### config.mk
export PLATFORM = sky130hd
export DESIGN_NAME = cache_mem_arbiter_flat
export DESIGN_NICKNAME = d
export VERILOG_FILES = /design/src/rtl/cache_mem_arbiter_if.sv /design/src/rtl/cache_mem_arbiter.sv /design/src/flat_wrapper.sv
export SDC_FILE = /design/constraint.sdc
export NUM_CORES = 1
export LEC_CHECK = 0
export CORE_AREA = 2 2 114 116
export CTS_CLUSTER_DIAMETER = 150
export DETAILED_ROUTE_END_ITERATION = 16
export DIE_AREA = 0 0 116 118
export PLACE_DENSITY = 0.7
export SYNTH_ARGS = -nofsm -noshare
export SYNTH_HDL_FRONTEND = slang
export SYNTH_SLANG_ARGS = --single-unit
### constraint.sdc
create_clock -name clk -period 2.8 [get_ports clk]
set_input_delay 0.56 -clock clk [delete_from_list [all_inputs] [get_ports clk]]
set_output_delay 0.56 -clock clk [all_outputs]
set_load 0.01 [all_outputs]
### src/rtl/cache_mem_arbiter_if.sv
`default_nettype none
// ============================================================================
// Module      : cache_mem_arbiter_if
// Description : I-cache, D-cache and burst-memory signals of the arbiter.
// Revision    : 1.0 - initial release
// ============================================================================
interface cache_mem_arbiter_if #(
    parameter int ADDR_W = 32,
    parameter int DATA_W = 32,
    parameter int LEN_W  = 4
);
    logic              inst_req;
    logic [ADDR_W-1:0] inst_addr;
    logic [LEN_W-1:0]  inst_len;
    logic              inst_gnt;
    logic              inst_rvalid;
    logic [DATA_W-1:0] inst_rdata;
    logic              inst_done;

    logic              data_req;
    logic              data_we;
    logic [ADDR_W-1:0] data_addr;
    logic [LEN_W-1:0]  data_len;
    logic [3:0]        data_wstrb;
    logic [DATA_W-1:0] data_wdata;
    logic              data_gnt;
    logic              data_rvalid;
    logic [DATA_W-1:0] data_rdata;
    logic              data_wready;
    logic              data_done;

    logic              mem_req;
    logic              mem_we;
    logic [ADDR_W-1:0] mem_addr;
    logic [LEN_W-1:0]  mem_len;
    logic [3:0]        mem_wstrb;
    logic              mem_ack;
    logic              mem_rvalid;
    logic [DATA_W-1:0] mem_rdata;
    logic              mem_wvalid;
    logic [DATA_W-1:0] mem_wdata;
    logic              mem_wlast;
    logic              mem_wready;
    logic              mem_bvalid;

    // Arbiter side
    modport slave (
        input  inst_req, inst_addr, inst_len,
        output inst_gnt, inst_rvalid, inst_rdata, inst_done,
        input  data_req, data_we, data_addr, data_len, data_wstrb, data_wdata,
        output data_gnt, data_rvalid, data_rdata, data_wready, data_done,
        output mem_req, mem_we, mem_addr, mem_len, mem_wstrb,
        input  mem_ack, mem_rvalid, mem_rdata,
        output mem_wvalid, mem_wdata, mem_wlast,
        input  mem_wready, mem_bvalid
    );

    // Caches and memory side
    modport master (
        output inst_req, inst_addr, inst_len,
        input  inst_gnt, inst_rvalid, inst_rdata, inst_done,
        output data_req, data_we, data_addr, data_len, data_wstrb, data_wdata,
        input  data_gnt, data_rvalid, data_rdata, data_wready, data_done,
        input  mem_req, mem_we, mem_addr, mem_len, mem_wstrb,
        output mem_ack, mem_rvalid, mem_rdata,
        input  mem_wvalid, mem_wdata, mem_wlast,
        output mem_wready, mem_bvalid
    );
endinterface
`default_nettype wire

### src/rtl/cache_mem_arbiter.sv
`default_nettype none
// ============================================================================
// Module      : cache_mem_arbiter
// Description : Shares one burst memory port between I-cache and D-cache,
//               data-priority with a starvation override for instruction.
// Revision    : 1.0 - initial release
// ============================================================================
module cache_mem_arbiter #(
    parameter int ADDR_W     = 32,
    parameter int DATA_W     = 32,
    parameter int LEN_W      = 4,
    parameter int STARVE_MAX = 4
) (
    input wire                 clk,
    input wire                 rst,
    cache_mem_arbiter_if.slave bus
);
    localparam int c_STARVE_W = $clog2(STARVE_MAX + 1);
    localparam logic [c_STARVE_W-1:0] c_STARVE_MAX = c_STARVE_W'(STARVE_MAX);

    typedef enum logic [2:0] {
        IDLE  = 3'd0,
        ADDR  = 3'd1,
        RDATA = 3'd2,
        WDATA = 3'd3,
        WRESP = 3'd4
    } state_t;

    typedef enum logic [1:0] {
        OWN_NONE = 2'd0,
        OWN_INST = 2'd1,
        OWN_DATA = 2'd2
    } owner_t;

    state_t                  r_state, w_next_state;
    owner_t                  r_owner;
    logic                    r_we;
    logic [ADDR_W-1:0]       r_addr;
    logic [LEN_W-1:0]        r_len;
    logic [3:0]              r_wstrb;
    logic [LEN_W-1:0]        r_beat_cnt;
    logic [c_STARVE_W-1:0]   r_starve_cnt;
    logic                    r_inst_gnt, r_data_gnt;

    logic                    w_starved, w_last;
    logic                    w_grant_inst, w_grant_data;
    logic                    w_beat_clr, w_beat_inc, w_burst_done;
    logic                    w_inst_rvalid, w_inst_done;
    logic [DATA_W-1:0]       w_inst_rdata;
    logic                    w_data_rvalid, w_data_wready, w_data_done;
    logic [DATA_W-1:0]       w_data_rdata;
    logic                    w_mem_req, w_mem_wvalid, w_mem_wlast;
    logic [DATA_W-1:0]       w_mem_wdata;

    assign w_starved = bus.inst_req && (r_starve_cnt == c_STARVE_MAX);
    assign w_last    = (r_beat_cnt == r_len);

    always_ff @(posedge clk) begin
        if (!rst) begin
            r_state <= IDLE;
        end else begin
            r_state <= w_next_state;
        end
    end

    always_comb begin
        w_next_state  = r_state;
        w_grant_inst  = 1'b0;
        w_grant_data  = 1'b0;
        w_beat_clr    = 1'b0;
        w_beat_inc    = 1'b0;
        w_burst_done  = 1'b0;
        w_inst_rvalid = 1'b0;
        w_inst_rdata  = '0;
        w_inst_done   = 1'b0;
        w_data_rvalid = 1'b0;
        w_data_rdata  = '0;
        w_data_wready = 1'b0;
        w_data_done   = 1'b0;
        w_mem_req     = 1'b0;
        w_mem_wvalid  = 1'b0;
        w_mem_wdata   = '0;
        w_mem_wlast   = 1'b0;
        case (r_state)
            IDLE: begin
                if (bus.data_req && !w_starved) begin
                    w_grant_data = 1'b1;
                    w_next_state = ADDR;
                end else if (bus.inst_req) begin
                    w_grant_inst = 1'b1;
                    w_next_state = ADDR;
                end
            end
            ADDR: begin
                w_mem_req = 1'b1;
                if (bus.mem_ack) begin
                    w_beat_clr   = 1'b1;
                    w_next_state = r_we ? WDATA : RDATA;
                end
            end
            RDATA: begin
                if (r_owner == OWN_INST) begin
                    w_inst_rvalid = bus.mem_rvalid;
                    w_inst_rdata  = bus.mem_rdata;
                    w_inst_done   = bus.mem_rvalid && w_last;
                end else if (r_owner == OWN_DATA) begin
                    w_data_rvalid = bus.mem_rvalid;
                    w_data_rdata  = bus.mem_rdata;
                    w_data_done   = bus.mem_rvalid && w_last;
                end
                if (bus.mem_rvalid) begin
                    w_beat_inc = 1'b1;
                    if (w_last) begin
                        w_burst_done = 1'b1;
                        w_next_state = IDLE;
                    end
                end
            end
            WDATA: begin
                w_mem_wvalid  = 1'b1;
                w_mem_wdata   = bus.data_wdata;
                w_mem_wlast   = w_last;
                w_data_wready = bus.mem_wready;
                if (bus.mem_wready) begin
                    w_beat_inc = 1'b1;
                    if (w_last) w_next_state = WRESP;
                end
            end
            WRESP: begin
                if (bus.mem_bvalid) begin
                    w_data_done  = 1'b1;
                    w_burst_done = 1'b1;
                    w_next_state = IDLE;
                end
            end
            default: w_next_state = IDLE;
        endcase
    end

    always_ff @(posedge clk) begin
        if (!rst) begin
            r_owner      <= OWN_NONE;
            r_we         <= 1'b0;
            r_addr       <= '0;
            r_len        <= '0;
            r_wstrb      <= '0;
            r_beat_cnt   <= '0;
            r_starve_cnt <= '0;
            r_inst_gnt   <= 1'b0;
            r_data_gnt   <= 1'b0;
        end else begin
            r_inst_gnt <= w_grant_inst;
            r_data_gnt <= w_grant_data;
            if (w_grant_data) begin
                r_owner <= OWN_DATA;
                r_we    <= bus.data_we;
                r_addr  <= bus.data_addr;
                r_len   <= bus.data_len;
                r_wstrb <= bus.data_wstrb;
                // Only grants that bypass a waiting instruction count toward starvation
                if (!bus.inst_req) begin
                    r_starve_cnt <= '0;
                end else if (r_starve_cnt != c_STARVE_MAX) begin
                    r_starve_cnt <= r_starve_cnt + c_STARVE_W'(1);
                end
            end else if (w_grant_inst) begin
                r_owner      <= OWN_INST;
                r_we         <= 1'b0;
                r_addr       <= bus.inst_addr;
                r_len        <= bus.inst_len;
                r_wstrb      <= 4'h0;
                r_starve_cnt <= '0;
            end else if (w_burst_done) begin
                r_owner <= OWN_NONE;
            end
            if (w_beat_clr) begin
                r_beat_cnt <= '0;
            end else if (w_beat_inc) begin
                r_beat_cnt <= r_beat_cnt + LEN_W'(1);
            end
        end
    end

    assign bus.inst_gnt    = r_inst_gnt;
    assign bus.inst_rvalid = w_inst_rvalid;
    assign bus.inst_rdata  = w_inst_rdata;
    assign bus.inst_done   = w_inst_done;
    assign bus.data_gnt    = r_data_gnt;
    assign bus.data_rvalid = w_data_rvalid;
    assign bus.data_rdata  = w_data_rdata;
    assign bus.data_wready = w_data_wready;
    assign bus.data_done   = w_data_done;
    assign bus.mem_req     = w_mem_req;
    assign bus.mem_we      = r_we;
    assign bus.mem_addr    = r_addr;
    assign bus.mem_len     = r_len;
    assign bus.mem_wstrb   = r_wstrb;
    assign bus.mem_wvalid  = w_mem_wvalid;
    assign bus.mem_wdata   = w_mem_wdata;
    assign bus.mem_wlast   = w_mem_wlast;
endmodule
`default_nettype wire

### src/flat_wrapper.sv
// flat-port wrapper written by rule: the top's interface ports become plain ports
module cache_mem_arbiter_flat 
#(
    parameter int ADDR_W     = 32,
    parameter int DATA_W     = 32,
    parameter int LEN_W      = 4,
    parameter int STARVE_MAX = 4
)
  (clk, rst, bus_inst_req, bus_inst_addr, bus_inst_len, bus_inst_gnt, bus_inst_rvalid, bus_inst_rdata, bus_inst_done, bus_data_req, bus_data_we, bus_data_addr, bus_data_len, bus_data_wstrb, bus_data_wdata, bus_data_gnt, bus_data_rvalid, bus_data_rdata, bus_data_wready, bus_data_done, bus_mem_req, bus_mem_we, bus_mem_addr, bus_mem_len, bus_mem_wstrb, bus_mem_ack, bus_mem_rvalid, bus_mem_rdata, bus_mem_wvalid, bus_mem_wdata, bus_mem_wlast, bus_mem_wready, bus_mem_bvalid);
  cache_mem_arbiter_if #(.ADDR_W(ADDR_W), .DATA_W(DATA_W), .LEN_W(LEN_W)) bus_i ();
  input wire clk;
  input wire rst;
  input wire logic [$bits(bus_i.inst_req)-1:0] bus_inst_req;
  input wire logic [$bits(bus_i.inst_addr)-1:0] bus_inst_addr;
  input wire logic [$bits(bus_i.inst_len)-1:0] bus_inst_len;
  output wire logic [$bits(bus_i.inst_gnt)-1:0] bus_inst_gnt;
  output wire logic [$bits(bus_i.inst_rvalid)-1:0] bus_inst_rvalid;
  output wire logic [$bits(bus_i.inst_rdata)-1:0] bus_inst_rdata;
  output wire logic [$bits(bus_i.inst_done)-1:0] bus_inst_done;
  input wire logic [$bits(bus_i.data_req)-1:0] bus_data_req;
  input wire logic [$bits(bus_i.data_we)-1:0] bus_data_we;
  input wire logic [$bits(bus_i.data_addr)-1:0] bus_data_addr;
  input wire logic [$bits(bus_i.data_len)-1:0] bus_data_len;
  input wire logic [$bits(bus_i.data_wstrb)-1:0] bus_data_wstrb;
  input wire logic [$bits(bus_i.data_wdata)-1:0] bus_data_wdata;
  output wire logic [$bits(bus_i.data_gnt)-1:0] bus_data_gnt;
  output wire logic [$bits(bus_i.data_rvalid)-1:0] bus_data_rvalid;
  output wire logic [$bits(bus_i.data_rdata)-1:0] bus_data_rdata;
  output wire logic [$bits(bus_i.data_wready)-1:0] bus_data_wready;
  output wire logic [$bits(bus_i.data_done)-1:0] bus_data_done;
  output wire logic [$bits(bus_i.mem_req)-1:0] bus_mem_req;
  output wire logic [$bits(bus_i.mem_we)-1:0] bus_mem_we;
  output wire logic [$bits(bus_i.mem_addr)-1:0] bus_mem_addr;
  output wire logic [$bits(bus_i.mem_len)-1:0] bus_mem_len;
  output wire logic [$bits(bus_i.mem_wstrb)-1:0] bus_mem_wstrb;
  input wire logic [$bits(bus_i.mem_ack)-1:0] bus_mem_ack;
  input wire logic [$bits(bus_i.mem_rvalid)-1:0] bus_mem_rvalid;
  input wire logic [$bits(bus_i.mem_rdata)-1:0] bus_mem_rdata;
  output wire logic [$bits(bus_i.mem_wvalid)-1:0] bus_mem_wvalid;
  output wire logic [$bits(bus_i.mem_wdata)-1:0] bus_mem_wdata;
  output wire logic [$bits(bus_i.mem_wlast)-1:0] bus_mem_wlast;
  input wire logic [$bits(bus_i.mem_wready)-1:0] bus_mem_wready;
  input wire logic [$bits(bus_i.mem_bvalid)-1:0] bus_mem_bvalid;
  assign bus_i.inst_req = bus_inst_req;
  assign bus_i.inst_addr = bus_inst_addr;
  assign bus_i.inst_len = bus_inst_len;
  assign bus_inst_gnt = bus_i.inst_gnt;
  assign bus_inst_rvalid = bus_i.inst_rvalid;
  assign bus_inst_rdata = bus_i.inst_rdata;
  assign bus_inst_done = bus_i.inst_done;
  assign bus_i.data_req = bus_data_req;
  assign bus_i.data_we = bus_data_we;
  assign bus_i.data_addr = bus_data_addr;
  assign bus_i.data_len = bus_data_len;
  assign bus_i.data_wstrb = bus_data_wstrb;
  assign bus_i.data_wdata = bus_data_wdata;
  assign bus_data_gnt = bus_i.data_gnt;
  assign bus_data_rvalid = bus_i.data_rvalid;
  assign bus_data_rdata = bus_i.data_rdata;
  assign bus_data_wready = bus_i.data_wready;
  assign bus_data_done = bus_i.data_done;
  assign bus_mem_req = bus_i.mem_req;
  assign bus_mem_we = bus_i.mem_we;
  assign bus_mem_addr = bus_i.mem_addr;
  assign bus_mem_len = bus_i.mem_len;
  assign bus_mem_wstrb = bus_i.mem_wstrb;
  assign bus_i.mem_ack = bus_mem_ack;
  assign bus_i.mem_rvalid = bus_mem_rvalid;
  assign bus_i.mem_rdata = bus_mem_rdata;
  assign bus_mem_wvalid = bus_i.mem_wvalid;
  assign bus_mem_wdata = bus_i.mem_wdata;
  assign bus_mem_wlast = bus_i.mem_wlast;
  assign bus_i.mem_wready = bus_mem_wready;
  assign bus_i.mem_bvalid = bus_mem_bvalid;
  cache_mem_arbiter #(.ADDR_W(ADDR_W), .DATA_W(DATA_W), .LEN_W(LEN_W), .STARVE_MAX(STARVE_MAX)) u_core (.clk(clk), .rst(rst), .bus(bus_i));
endmodule
# Word level (Yosys, flattened, before mapping)
# Cells that the tools add are included.
[word_totals]
input_bits = 149
reg_bits = 55
wordCells = 102
[op_classes]
add_sub_neg = 2
reduce_logical = 12
n_eq_ne = 17
bitwise = 1
mux = 59
[ops]
columns = ["operator", "count"]
rows = [
  ["two-way mux 32 bit", 8],
  ["two-way mux 3 bit", 12],
  ["two-way mux 1 bit", 28],
  ["two-way mux 4 bit", 4],
  ["case mux 3 bit (5 select lines)", 1],
  ["!= test 2 bit (second input constant)", 4],
  ["AND reduction 7 bit", 1],
  ["equality test 3 x 2 -> 1 bit (second input constant)", 2],
  ["equality test 3 bit (second input constant)", 2],
  ["two-way mux 2 bit", 3],
  ["!= test 3 bit (second input constant)", 2],
  ["case mux 1 bit (2 select lines)", 3],
  ["adder 4 x 1 -> 4 bit (second input constant)", 1],
  ["equality test 4 bit", 1],
  ["!= test 2 x 1 -> 1 bit (second input constant)", 2],
  ["nonzero test 2 bit", 2],
  ["OR reduction 2 bit", 2],
  ["adder 3 x 1 -> 3 bit (second input constant)", 1],
  ["equality test 3 x 1 -> 1 bit (second input constant)", 1],
  ["logical AND 1 bit", 3],
  ["zero test 3 bit", 1],
  ["!= test 3 x 2 -> 1 bit (second input constant)", 1],
  ["nonzero test 3 bit", 1],
  ["equality test 2 x 1 -> 1 bit (second input constant)", 1],
  ["other kinds (4)", 4],
]

# Depth between registers and ports, before layout
# Gate-level depths: netlist (run 1).
[logic_depth]
word_depth = 8
ltp_mapped = 8
mapped_depth_nobuf = 6

# Worst setup path after synthesis (run 1)
# OpenSTA, ideal clock, no wires.
[synth_path]
path_type = "reg2out"
from = "register u_core.r_len[1], in the netlist u_core.bus.mem_len[1]"
to = "output bus_data_done"
arrival_ps = 1339
n_path_buf = 0
t_required_ps = 2240
slack_ps = 901
stages_incl_launch_ff = 5
cell_sequence = "dfxtp_1 xnor2_1 nand4_1 or4_4 o21ai_2"
[synth_between]
elab_chain_cells = 5
[synth_lines]
columns = ["item", "line_no", "source"]
rows = [
  ["start: declaration", "cache_mem_arbiter.sv:39", "logic [LEN_W-1:0] r_len;"],
  ["start signal: assignment", "cache_mem_arbiter.sv:158", "r_len <= bus.data_len;"],
  ["start signal: assignment", "cache_mem_arbiter.sv:170", "r_len <= bus.inst_len;"],
  ["equality test 4 bit", "cache_mem_arbiter.sv:56", "assign w_last = (r_beat_cnt == r_len);"],
  ["logical AND 1 bit", "cache_mem_arbiter.sv:109", "w_data_done = bus.mem_rvalid && w_last;"],
  ["two-way mux 1 bit", "cache_mem_arbiter.sv:106", "end else if (r_owner == OWN_DATA) begin"],
  ["two-way mux 1 bit", "cache_mem_arbiter.sv:102", "if (r_owner == OWN_INST) begin"],
  ["case mux 1 bit (2 select lines)", "cache_mem_arbiter.sv:84", "case (r_state)"],
  ["end: declaration", "flat_wrapper.sv:30", "output wire logic [$bits(bus_i.data_done)-1:0] bus_data_done;"],
]
# Every way passes these cells.

# Final worst setup path (run 1)
[layout_path]
from = "input bus_mem_rvalid"
to = "output bus_data_rvalid"
[layout_between]
elab_chain_cells = 3
[layout_lines]
columns = ["item", "line_no", "source"]
rows = [
  ["start: declaration", "flat_wrapper.sv:37", "input wire logic [$bits(bus_i.mem_rvalid)-1:0] bus_mem_rvalid;"],
  ["two-way mux 1 bit", "cache_mem_arbiter.sv:106", ""],
  ["two-way mux 1 bit", "cache_mem_arbiter.sv:102", ""],
  ["two-way mux 1 bit", "cache_mem_arbiter.sv:84", ""],
  ["end: declaration", "flat_wrapper.sv:27", "output wire logic [$bits(bus_i.data_rvalid)-1:0] bus_data_rvalid;"],
]
# Every way passes these cells.

==> results of run 1 <==
synth_stat cells, types with 5 or more instances:
cell and number:
sky130_fd_sc_hd__and2_1 99, sky130_fd_sc_hd__nand2_1 80, sky130_fd_sc_hd__dfxtp_1 55, sky130_fd_sc_hd__a31oi_1 36, sky130_fd_sc_hd__o21ai_0 30, sky130_fd_sc_hd__clkbuf_1 16
sky130_fd_sc_hd__buf_2 11, sky130_fd_sc_hd__o21ai_1 10, sky130_fd_sc_hd__nor2_1 9, sky130_fd_sc_hd__nor2b_1 8, sky130_fd_sc_hd__nand3_1 7, sky130_fd_sc_hd__xnor2_1 7
sky130_fd_sc_hd__inv_1 6, sky130_fd_sc_hd__a22oi_1 5, sky130_fd_sc_hd__buf_6 5
critical path: cells and delay by family:
| kind | cells | cell delay (ns) |
|---|---|---|
| buffers and inverters | 4 | 1.30 |
| AND/OR/NAND/NOR | 1 | 0.25 |
through the flow:
step                TNS, ns  cell area (um^2)  std cells  worst slack [ns]
floorplan                 0              3188        424            0.9015
global placement    -0.1344              6259        867          -0.07980
detailed placement  -0.1297              6259        867          -0.06863
CTS                       0              6430        875           0.05132
global route              0              6446        875           0.05312
finish                    0              6449        876            0.1310
layer usage:
layer | wire, um | track usage, %
met4 | 263 | 4.688
met5 | 13 | 0
met3 | 1491 | 7.415
met2 | 6478 | 33.37
met1 | 4801 | 18.69
power groups by stage:
| stage | clock, mW | combinational (mW) | sequential, mW |
|---|---|---|---|
| 6_report | 0.731 | 0.913 | 0.960 |
| 5_1_grt | 0.769 | 0.990 | 0.974 |
| 4_1_cts | 0.749 | 0.920 | 0.959 |
| 3_5_place_dp | 0 | 0.916 | 0.975 |
| 3_3_place_gp | 0 | 0.903 | 0.970 |
| 2_1_floorplan | 0 | 0.348 | 1.01 |
sequential cells by signal, indices dropped and copies added, names as in the netlist:
signal and flops:
u_core.r_starve_cnt 3, u_core.r_beat_cnt 4, u_core.bus.mem_addr 32, u_core.bus.inst_gnt 1
u_core.r_owner 2, u_core.r_state 3, u_core.bus.mem_len 4, u_core.bus.data_gnt 1
u_core.bus.mem_wstrb 4, u_core.bus.mem_we 1
path summary, 6_finish.rpt:
kind                      from                       to  slack [ns]  cells past startpoint
max             bus_mem_rvalid          bus_data_rvalid        0.13                      5
max reg2reg  u_core.r_state[0]  u_core.bus.mem_addr[28]        0.83                      6
min reg2reg  u_core.r_owner[1]        u_core.r_owner[1]        0.48                      2
min          u_core.r_owner[1]        u_core.r_owner[1]        0.48                      2
placed cells by master, fill, tap and decap left out, drive strengths merged, types with 3 or more instances in the layout:
master         count
xnor2              7
nor2              10
nand2b             4
nor2b              8
o21ai             41
nor3b              3
nor3               4
dfxtp             55
buf                9
a22oi              5
clkbuf             6
nand3              7
ha                 3
and2              99
a31oi             36
inv                6
nand2             80
nor4               3
clkdlybuf4s50    293
logic make-up after synthesis:
family                   Yosys count  share of synthesized area (%)
XOR/XNOR                           7                          1.923
flip-flops                        55                          34.54
adder cells (fa/ha/maj)            3                          1.178
AND/OR/NAND/NOR                  226                          38.27
multiplexers                       1                         0.3140
AO/OA/AOI/OAI                     93                          17.46
buffers and inverters             39                          6.319
layout make-up:
| cell class | count | area [um^2] |
|---|---|---|
| Clock buffer | 6 | 138.9 |
| Multi-Input combinational cell | 330 | 1894 |
| Timing Repair Buffer | 304 | 3038 |
| Tap cell | 172 | 215.2 |
| Sequential cell | 55 | 1102 |
| Fill cell | 1183 | 5966 |
| Antenna cell | 1 | 2.502 |
| Inverter | 6 | 22.52 |
| Clock inverter | 2 | 35.03 |
==> results.ini, run 1 <==
[cells_and_area]
final_core_utilization_pct = 51.95
net_count_final = 854
drive_above_1_share_pct = 3.983
area.growth.synth_to_final_pct = 102.3

[timing]
finalWorstPathRequiredPeriod_ns = 2.669
post_route_skew_ns = 0.005185
setup_repair_after_global_routing_missed_its_margin = false
setup_violations = 0
clock.fmax_ghz = 0.3747
finalHoldViolations = 0
timing.max_slew.rel_slack_pct = 61.94
slew_violations = 0
timing_worst_slew_pin_value_ns = 0.5672
holdWs_ns = 0.4776
layout_worst_path_cycle_share_pct = 95.32

[pwr]
comb_power_share_pct = 35.1
power.ir.vdd_worst_mv = 0.3033
p_per_area_mw_per_mm2 = 403.8
internal_power_mw = 1.859
total_switching_power_mw = 0.7444
power.clock.fraction_pct = 28.1
total_power_mw = 2.604
p_sw_share_pct = 28.59
total_leakage_power_nw = 2.430
pwr-share-seq_pct = 36.9

[synth]
post_synth_design_cell_area_mm2 = 0.003188
postSynthNetCount = 576
synth_cell_type_count = 41
yosys_most_used_dff = sky130_fd_sc_hd__dfxtp_1
ys_seq_elements = 55
ys_warn_count = 0
synth_sequential_area_ratio_pct = 34.54
synthDominantCellAreaShare_pct = 34.54
synthesis.area_per_instance_um2 = 7.519
synth_enable_flop_cells = 0
async_flop_share_pct = 0
synth_largest_area_cell = sky130_fd_sc_hd__dfxtp_1
main_area_contributors_after_synthesis = sky130_fd_sc_hd__dfxtp_1 35%, sky130_fd_sc_hd__and2_1 19%, sky130_fd_sc_hd__nand2_1 9.4%
netlist_instances = 424

[clocking]
worst_skew_pair.late_latency_ns = 0.29
clock_tree.buffer_depth = 2
clkTransAtPathRegs_ns = 0.07
root_buf_cell = sky130_fd_sc_hd__clkbuf_16
cts_repair_resize_count = 2
htree_num_levels = 2
cts_tree = yes
numCtsBuffers = 5
cts.hold.buffers_added = 0
cts_num_sinks = 55
post-cts-setup-buffer-count = 0

[worst_setup_path]
critical-path-slowest-cell = sky130_fd_sc_hd__clkdlybuf4s50_1
critical_path_arrival_ns = 2.11
critical_path_class = input pin to primary output
worst-path-max-fanout = 3
critical_path_required_ns = 2.24
cp_cell_sequence = clkdlybuf4s50_1, inv_1, buf_4, nor4_1, clkdlybuf4s50_1
cp_common_cell = sky130_fd_sc_hd__clkdlybuf4s50_1
setup.worst_path.end_class = primary output
cp-start-kind = input pin
critical_path.max_stage_delay_ns = 0.62

[drt]
num_vias = 3910
dr.pass1.iters = 4
drc = 0
totalWireLength_mm = 13.05
post_drt_wl_per_cell_um = 14.89
detail_route.vias_per_cell = 4.463
initialDrtViolationCount = 132
ant_nets = 0

[global_routing]
track_usage_pct = 18.13
wire_length_of_the_first_global_routing_pass_mm = 19.75
maximum_number_of_pins_on_one_net_before_global_route_repair = 58
antenna_found_initial = 2
overflow = 0
vias_in_the_first_global_route = 3834

[die]
die_width_um = 116
coreArea_mm2 = 0.01241
num_ports = 296
die_area_mm2 = 0.01369
cell_row_count = 41
initial_core_utilization_pct = 25.68
floorplan.die.height_um = 118

[placed_design]
port_buffers = 295
routabilityCongestion = 0.8465
post-dp-hpwl_mm = 10.71

[hold_path]
min-delay-path-class = register to register

[run_status]
status = finished, final reports clean

[flow_run]
maxCapViolCount = 0

Power figures use the tool's default switching activity.
==> inputs of run 2 (changes only) <==
Settings changed: CELL_PAD_IN_SITES_DETAIL_PLACEMENT from default to 0, CELL_PAD_IN_SITES_GLOBAL_PLACEMENT from default to 1, CORE_AREA 2 2 114 116 to default, CORE_MARGIN from default to 2, CORE_UTILIZATION from default to 20, DIE_AREA 0 0 116 118 to default, PLACE_DENSITY 0.7 to default, PLACE_DENSITY_LB_ADDON from default to 0.1.
Clock period 2.8 ns to 3 ns, I/O delays scaled along.
==> results.ini, run 2 (synthesis results as in run 1) <==
[timing]
timing.max_slew.rel_slack_pct = 40.32  ; -22 points
timing_worst_slew_pin_value_ns = 0.8951  ; +0.3280 ns
setup_violations = 0  ; unchanged
fin_tns_setup_ns = 0  ; unchanged
post_route_skew_ns = 0.009772  ; +0.004587 ns
slew_violations = 0  ; unchanged
finalWorstPathRequiredPeriod_ns = 2.941
setup_repair_after_global_routing_missed_its_margin = false
layout_worst_path_cycle_share_pct = 98.05
finalHoldViolations = 0  ; unchanged
holdWs_ns = 0.4955  ; +0.01786 ns
clock.fmax_ghz = 0.3400

[worst_setup_path]
worst-path-max-fanout = 2  ; -1
critical_path_required_ns = 2.40  ; +0.16 ns
worst-path-buf-inv = 3  ; -1
cp-start-kind = input pin
cp_common_cell = sky130_fd_sc_hd__clkdlybuf4s50_1
cp_cell_sequence = clkdlybuf4s50_1, inv_1, or4_4, nor2_2, clkdlybuf4s50_1
critical_path_class = input pin to primary output
critical_path_arrival_ns = 2.34  ; +0.23 ns
critical-path-slowest-cell = sky130_fd_sc_hd__clkdlybuf4s50_1
critical_path.max_stage_delay_ns = 0.57  ; -0.05 ns
timing.critical_path.max_delay_family = buffers and inverters
ff_to_ff_path_depth = 7  ; +1
cp.depth = 5  ; unchanged
setup.worst_path.end_class = primary output

[pwr]
total_power_mw = 2.357  ; -9.5%
p_per_area_mw_per_mm2 = 364.9  ; -9.6%
power.ir.vdd_worst_mv = 0.2011  ; -34%
total_leakage_power_nw = 2.419  ; -0.43%

[clocking]
numCtsBuffers = 5  ; unchanged
root_buf_cell = sky130_fd_sc_hd__clkbuf_16
cts.hold.buffers_added = 0  ; unchanged
post-cts-setup-buffer-count = 0  ; unchanged
cts_num_sinks = 55  ; unchanged
clkTransAtPathRegs_ns = 0.08  ; about the same
cts_tree = yes
cts_repair_resize_count = 0  ; -2
worst_skew_pair.late_latency_ns = 0.30  ; about the same
clock_tree.buffer_depth = 2  ; unchanged
htree_num_levels = 2  ; unchanged

[die]
die_width_um = 130.3  ; +12%
cell_row_count = 46  ; +12%
coreArea_mm2 = 0.01571  ; +27%
initial_core_utilization_pct = 20.29  ; -5.4 points
die_area_mm2 = 0.01697  ; +24%
num_ports = 296  ; unchanged
floorplan.die.height_um = 130.3  ; +10%

[global_routing]
top_usage_layer = met2
antenna_found_initial = 0  ; -2
wire_length_of_the_first_global_routing_pass_mm = 19.55  ; -1.0%
vias_in_the_first_global_route = 3634  ; -5.2%
track_usage_pct = 14.54  ; -3.6 points
global_route.usage.met2_pct = 27.07  ; -6.3 points
use_met1_pct = 16.69  ; -2.0 points
overflow = 0  ; unchanged
maximum_number_of_pins_on_one_net_before_global_route_repair = 73  ; +26%
globalRouteMet3Util_pct = 4.182  ; -3.2 points

[drt]
initialDrtViolationCount = 93  ; -30%
dr.pass1.iters = 4  ; unchanged
post_drt_wl_per_cell_um = 14.50  ; -2.6%
drc = 0  ; unchanged
detail_route.vias_per_cell = 4.220  ; -5.5%
ant_nets = 0  ; unchanged
totalWireLength_mm = 13.32  ; +2.0%
num_vias = 3874  ; -0.92%

[placed_design]
port_buffers = 295  ; unchanged
routabilityCongestion = 0.7089  ; -16%
post-dp-hpwl_mm = 10.29  ; -3.9%

[cells_and_area]
multi_input_area_mm2 = 0.001887  ; -0.40%
num_antenna_cells = 0  ; -1
highest_count_cells_in_the_layout_ignoring_fill_and_taps = 293 x sky130_fd_sc_hd__clkdlybuf4s50_1, 99 x sky130_fd_sc_hd__and2_1, 80 x sky130_fd_sc_hd__nand2_1, 55 x sky130_fd_sc_hd__dfxtp_1, 36 x sky130_fd_sc_hd__a31oi_1
drive_above_1_share_pct = 3.846  ; -0.14 points
fillerInstances = 1594  ; +35%
layout_commonest_cell = sky130_fd_sc_hd__clkdlybuf4s50_1
area_used_by_sequential_logic_in_the_layout_mm2 = 0.001101  ; -0.11%
final_core_utilization_pct = 41.11  ; -11 points
area.growth.synth_to_final_pct = 102.6
net_count_final = 853  ; -0.12%
largest_register_ff_count = 32  ; unchanged

[hold_path]
hold-path-cell-count = 2  ; unchanged
min-delay-path-class = register to register

[flow_run]
maxCapViolCount = 0  ; unchanged

[run_status]
status = finished, final reports clean

## run 2: area by class of cell
cell class	instances	area share (%)
sequential	55	17.05
tap	216	4.184
inverter	6	0.3487
multi-input combinational	330	29.21
clock buffer	6	2.150
clock inverter	2	0.2518
timing repair buffer	303	46.80
## run 2: report_power, final
group | total [mW] | switching [mW] | internal (mW)
Combinational | 0.851 | 0.365 | 0.486
Sequential | 0.891 | 0.0609 | 0.830
Clock | 0.615 | 0.280 | 0.335
## run 2: path summary, 6_finish.rpt
| check | start | to | slack (ns) |
|---|---|---|---|
| setup / recovery | bus_mem_rvalid | bus_inst_done | 0.06 |
| hold / removal | u_core.r_starve_cnt[0] | u_core.r_starve_cnt[0] | 0.50 |
| setup reg to reg | u_core.r_starve_cnt[0] | u_core.bus.mem_addr[9] | 1.29 |
| hold reg to reg | u_core.r_starve_cnt[0] | u_core.r_starve_cnt[0] | 0.50 |
## run 2: metal layers
layer / routed length, um / vias to the layer above
li1: - / 1978
met5: 0 / -
met1: 5201 / 1726
met3: 1216 / 5
met2: 6822 / 165
met4: 74 / 0
## run 2: per-stage QoR
| stage | std cells | setup slack [ns] | instance area [um^2] |
|---|---|---|---|
| 2_1_floorplan | 424 | 1.061 | 3188 |
| 3_3_place_gp | 910 | 0.05635 | 6301 |
| 3_5_place_dp | 910 | 0.02296 | 6301 |
| 4_1_cts | 918 | 0.02442 | 6456 |
| 5_1_grt | 918 | 0.01982 | 6459 |
| 6_report | 918 | 0.05854 | 6459 |
## run 2: worst register-to-register path: stages (launching register included)
cell                      delay, ns
sky130_fd_sc_hd__dfxtp_1       0.36
sky130_fd_sc_hd__inv_1         0.07
sky130_fd_sc_hd__ha_1          0.24
sky130_fd_sc_hd__nand3_1       0.13
sky130_fd_sc_hd__and2_1        0.14
sky130_fd_sc_hd__buf_4         0.37
sky130_fd_sc_hd__nand2_1       0.14
sky130_fd_sc_hd__a31oi_1       0.19
==> inputs of run 3 (changes only) <==
Settings changed: CAP_MARGIN from default to 20, CORE_UTILIZATION 20 to 21.
Clock period 3 ns to 3.8 ns, I/O delays scaled along.
==> results.ini, run 3 (synthesis results as in run 1) <==
[clocking]
cts_repair_resize_count = 0  ; unchanged
cts_num_sinks = 55  ; unchanged
cts.hold.buffers_added = 0  ; unchanged
htree_num_levels = 2  ; unchanged
root_buf_cell = sky130_fd_sc_hd__clkbuf_16
cts_tree = yes
numCtsBuffers = 5  ; unchanged
clock_tree.buffer_depth = 2  ; unchanged
clkTransAtPathRegs_ns = 0.07  ; about the same
post-cts-setup-buffer-count = 0  ; unchanged
worst_skew_pair.late_latency_ns = 0.29  ; about the same

[drt]
post_drt_wl_per_cell_um = 14.06  ; -3.1%
ant_nets = 0  ; unchanged
num_vias = 3878  ; +0.10%
initialDrtViolationCount = 104  ; +12%
totalWireLength_mm = 12.47  ; -6.4%
drc = 0  ; unchanged
dr.pass1.iters = 5  ; +1
detail_route.vias_per_cell = 4.372  ; +3.6%

[cells_and_area]
largest_register_ff_count = 32  ; unchanged
net_count_final = 850  ; -0.35%
area_used_by_sequential_logic_in_the_layout_mm2 = 0.001101  ; unchanged
drive_above_1_share_pct = 3.290  ; -0.56 points
highest_count_cells_in_the_layout_ignoring_fill_and_taps = 294 x sky130_fd_sc_hd__clkdlybuf4s50_1, 99 x sky130_fd_sc_hd__and2_1, 80 x sky130_fd_sc_hd__nand2_1, 55 x sky130_fd_sc_hd__dfxtp_1, 36 x sky130_fd_sc_hd__a31oi_1
fillerInstances = 1460  ; -8.4%
multi_input_area_mm2 = 0.001887  ; unchanged
layoutNonFillerInstCount = 887  ; -3.4%
area.growth.synth_to_final_pct = 100.7
finalInstanceArea_mm2 = 0.006399  ; -0.93%
num_antenna_cells = 0  ; unchanged
layout_commonest_cell = sky130_fd_sc_hd__clkdlybuf4s50_1

[timing]
finalWorstPathRequiredPeriod_ns = 3.300
holdWs_ns = 0.4880  ; -0.007491 ns
setup_violations = 0  ; unchanged
setup_repair_after_global_routing_missed_its_margin = false
timing_worst_slew_pin_value_ns = 0.8500  ; -0.04520 ns
layout_worst_path_cycle_share_pct = 86.86
clock.fmax_ghz = 0.3030
timing.max_slew.rel_slack_pct = 43.34  ; +3.0 points
slew_violations = 0  ; unchanged
finalHoldViolations = 0  ; unchanged
fin_tns_setup_ns = 0  ; unchanged
post_route_skew_ns = 0.01160  ; +0.001826 ns

[worst_setup_path]
cp-start-kind = input pin
critical_path_class = input pin to primary output
critical_path_required_ns = 3.04  ; +0.64 ns
cp_cell_sequence = clkdlybuf4s50_1, inv_1, or4_4, o21ai_2, clkdlybuf4s50_1
cp_common_cell = sky130_fd_sc_hd__clkdlybuf4s50_1
setup.worst_path.end_class = primary output
worst-path-max-fanout = 4  ; +2
critical-path-slowest-cell = sky130_fd_sc_hd__clkdlybuf4s50_1
critical_path_arrival_ns = 2.54  ; +0.20 ns
critical_path.max_stage_delay_ns = 0.56  ; about the same

[pwr]
total_leakage_power_nw = 2.390  ; -1.2%
total_power_mw = 1.883  ; -20%
p_per_area_mw_per_mm2 = 294.3  ; -19%
power.ir.vdd_worst_mv = 0.1906  ; -5.2%

[die]
cell_row_count = 45  ; -2.2%
coreArea_mm2 = 0.01503  ; -4.3%
floorplan.die.height_um = 127.2  ; -2.3%
num_ports = 296  ; unchanged
die_width_um = 127.2  ; -2.3%
die_area_mm2 = 0.01618  ; -4.6%
initial_core_utilization_pct = 21.21  ; +0.92 points

[global_routing]
overflow = 0  ; unchanged
wire_length_of_the_first_global_routing_pass_mm = 18.86  ; -3.6%
vias_in_the_first_global_route = 3634  ; unchanged
antenna_found_initial = 0  ; unchanged
maximum_number_of_pins_on_one_net_before_global_route_repair = 73  ; unchanged
track_usage_pct = 14.39  ; -0.15 points

[flow_run]
maxCapViolCount = 0  ; unchanged

[placed_design]
port_buffers = 295  ; unchanged
dp_cells = 879  ; -3.4%
post-dp-hpwl_mm = 9.721  ; -5.6%
placed_area_mm2 = 0.006231  ; -1.1%
routabilityCongestion = 0.8224  ; +16%

[hold_path]
min-delay-path-class = register to register

[run_status]
status = finished, final reports clean

==> run 3: worst paths after layout <==
check                    start                     end  slack [ns]  depth (start not counted)
max reg2reg  u_core.r_state[0]  u_core.bus.mem_addr[2]        1.82                          5
min          u_core.r_owner[1]       u_core.r_owner[1]        0.49                          2
min reg2reg  u_core.r_owner[1]       u_core.r_owner[1]        0.49                          2
max             bus_mem_rvalid           bus_data_done        0.50                          5
==> run 3: where the power goes <==
group	internal (mW)	switching (mW)
registers	0.655	0.0533
logic	0.370	0.273
clock network	0.314	0.217
==> run 3: layout make-up <==
| class | instances | area share [%] |
|---|---|---|
| sequential | 55 | 17.21 |
| inverter | 6 | 0.3520 |
| multi-input combinational | 330 | 29.49 |
| clock buffer | 6 | 2.014 |
| timing repair buffer | 300 | 46.66 |
| clock inverter | 2 | 0.6062 |
| tap | 188 | 3.676 |
==> run 3: stage by stage <==
step,setup WS [ns],utilization (%)
floorplan,1.549,-
global placement,0.5142,41.45
detailed placement,0.4895,41.45
CTS,0.4904,42.56
global route,0.4371,42.56
finish,0.4995,42.56
==> run 3: critical path, delay by kind of cell <==
family / cells / cell delay [ns]
compound gates: 1 / 0.14
buf+inv: 3 / 1.12
simple gates: 1 / 0.53
==> run 3: layer usage <==
metal / wire [um] / vias up / track usage (%) / part of all wire (%)
li1: - / 1971 / - / -
met1: 4776 / 1723 / 15.03 / 38
met2: 6491 / 176 / 27.99 / 52
met3: 1081 / 8 / 4.732 / 8.7
met4: 119 / 0 / 2.909 / 0.95
met5: 0 / - / 0 / 0
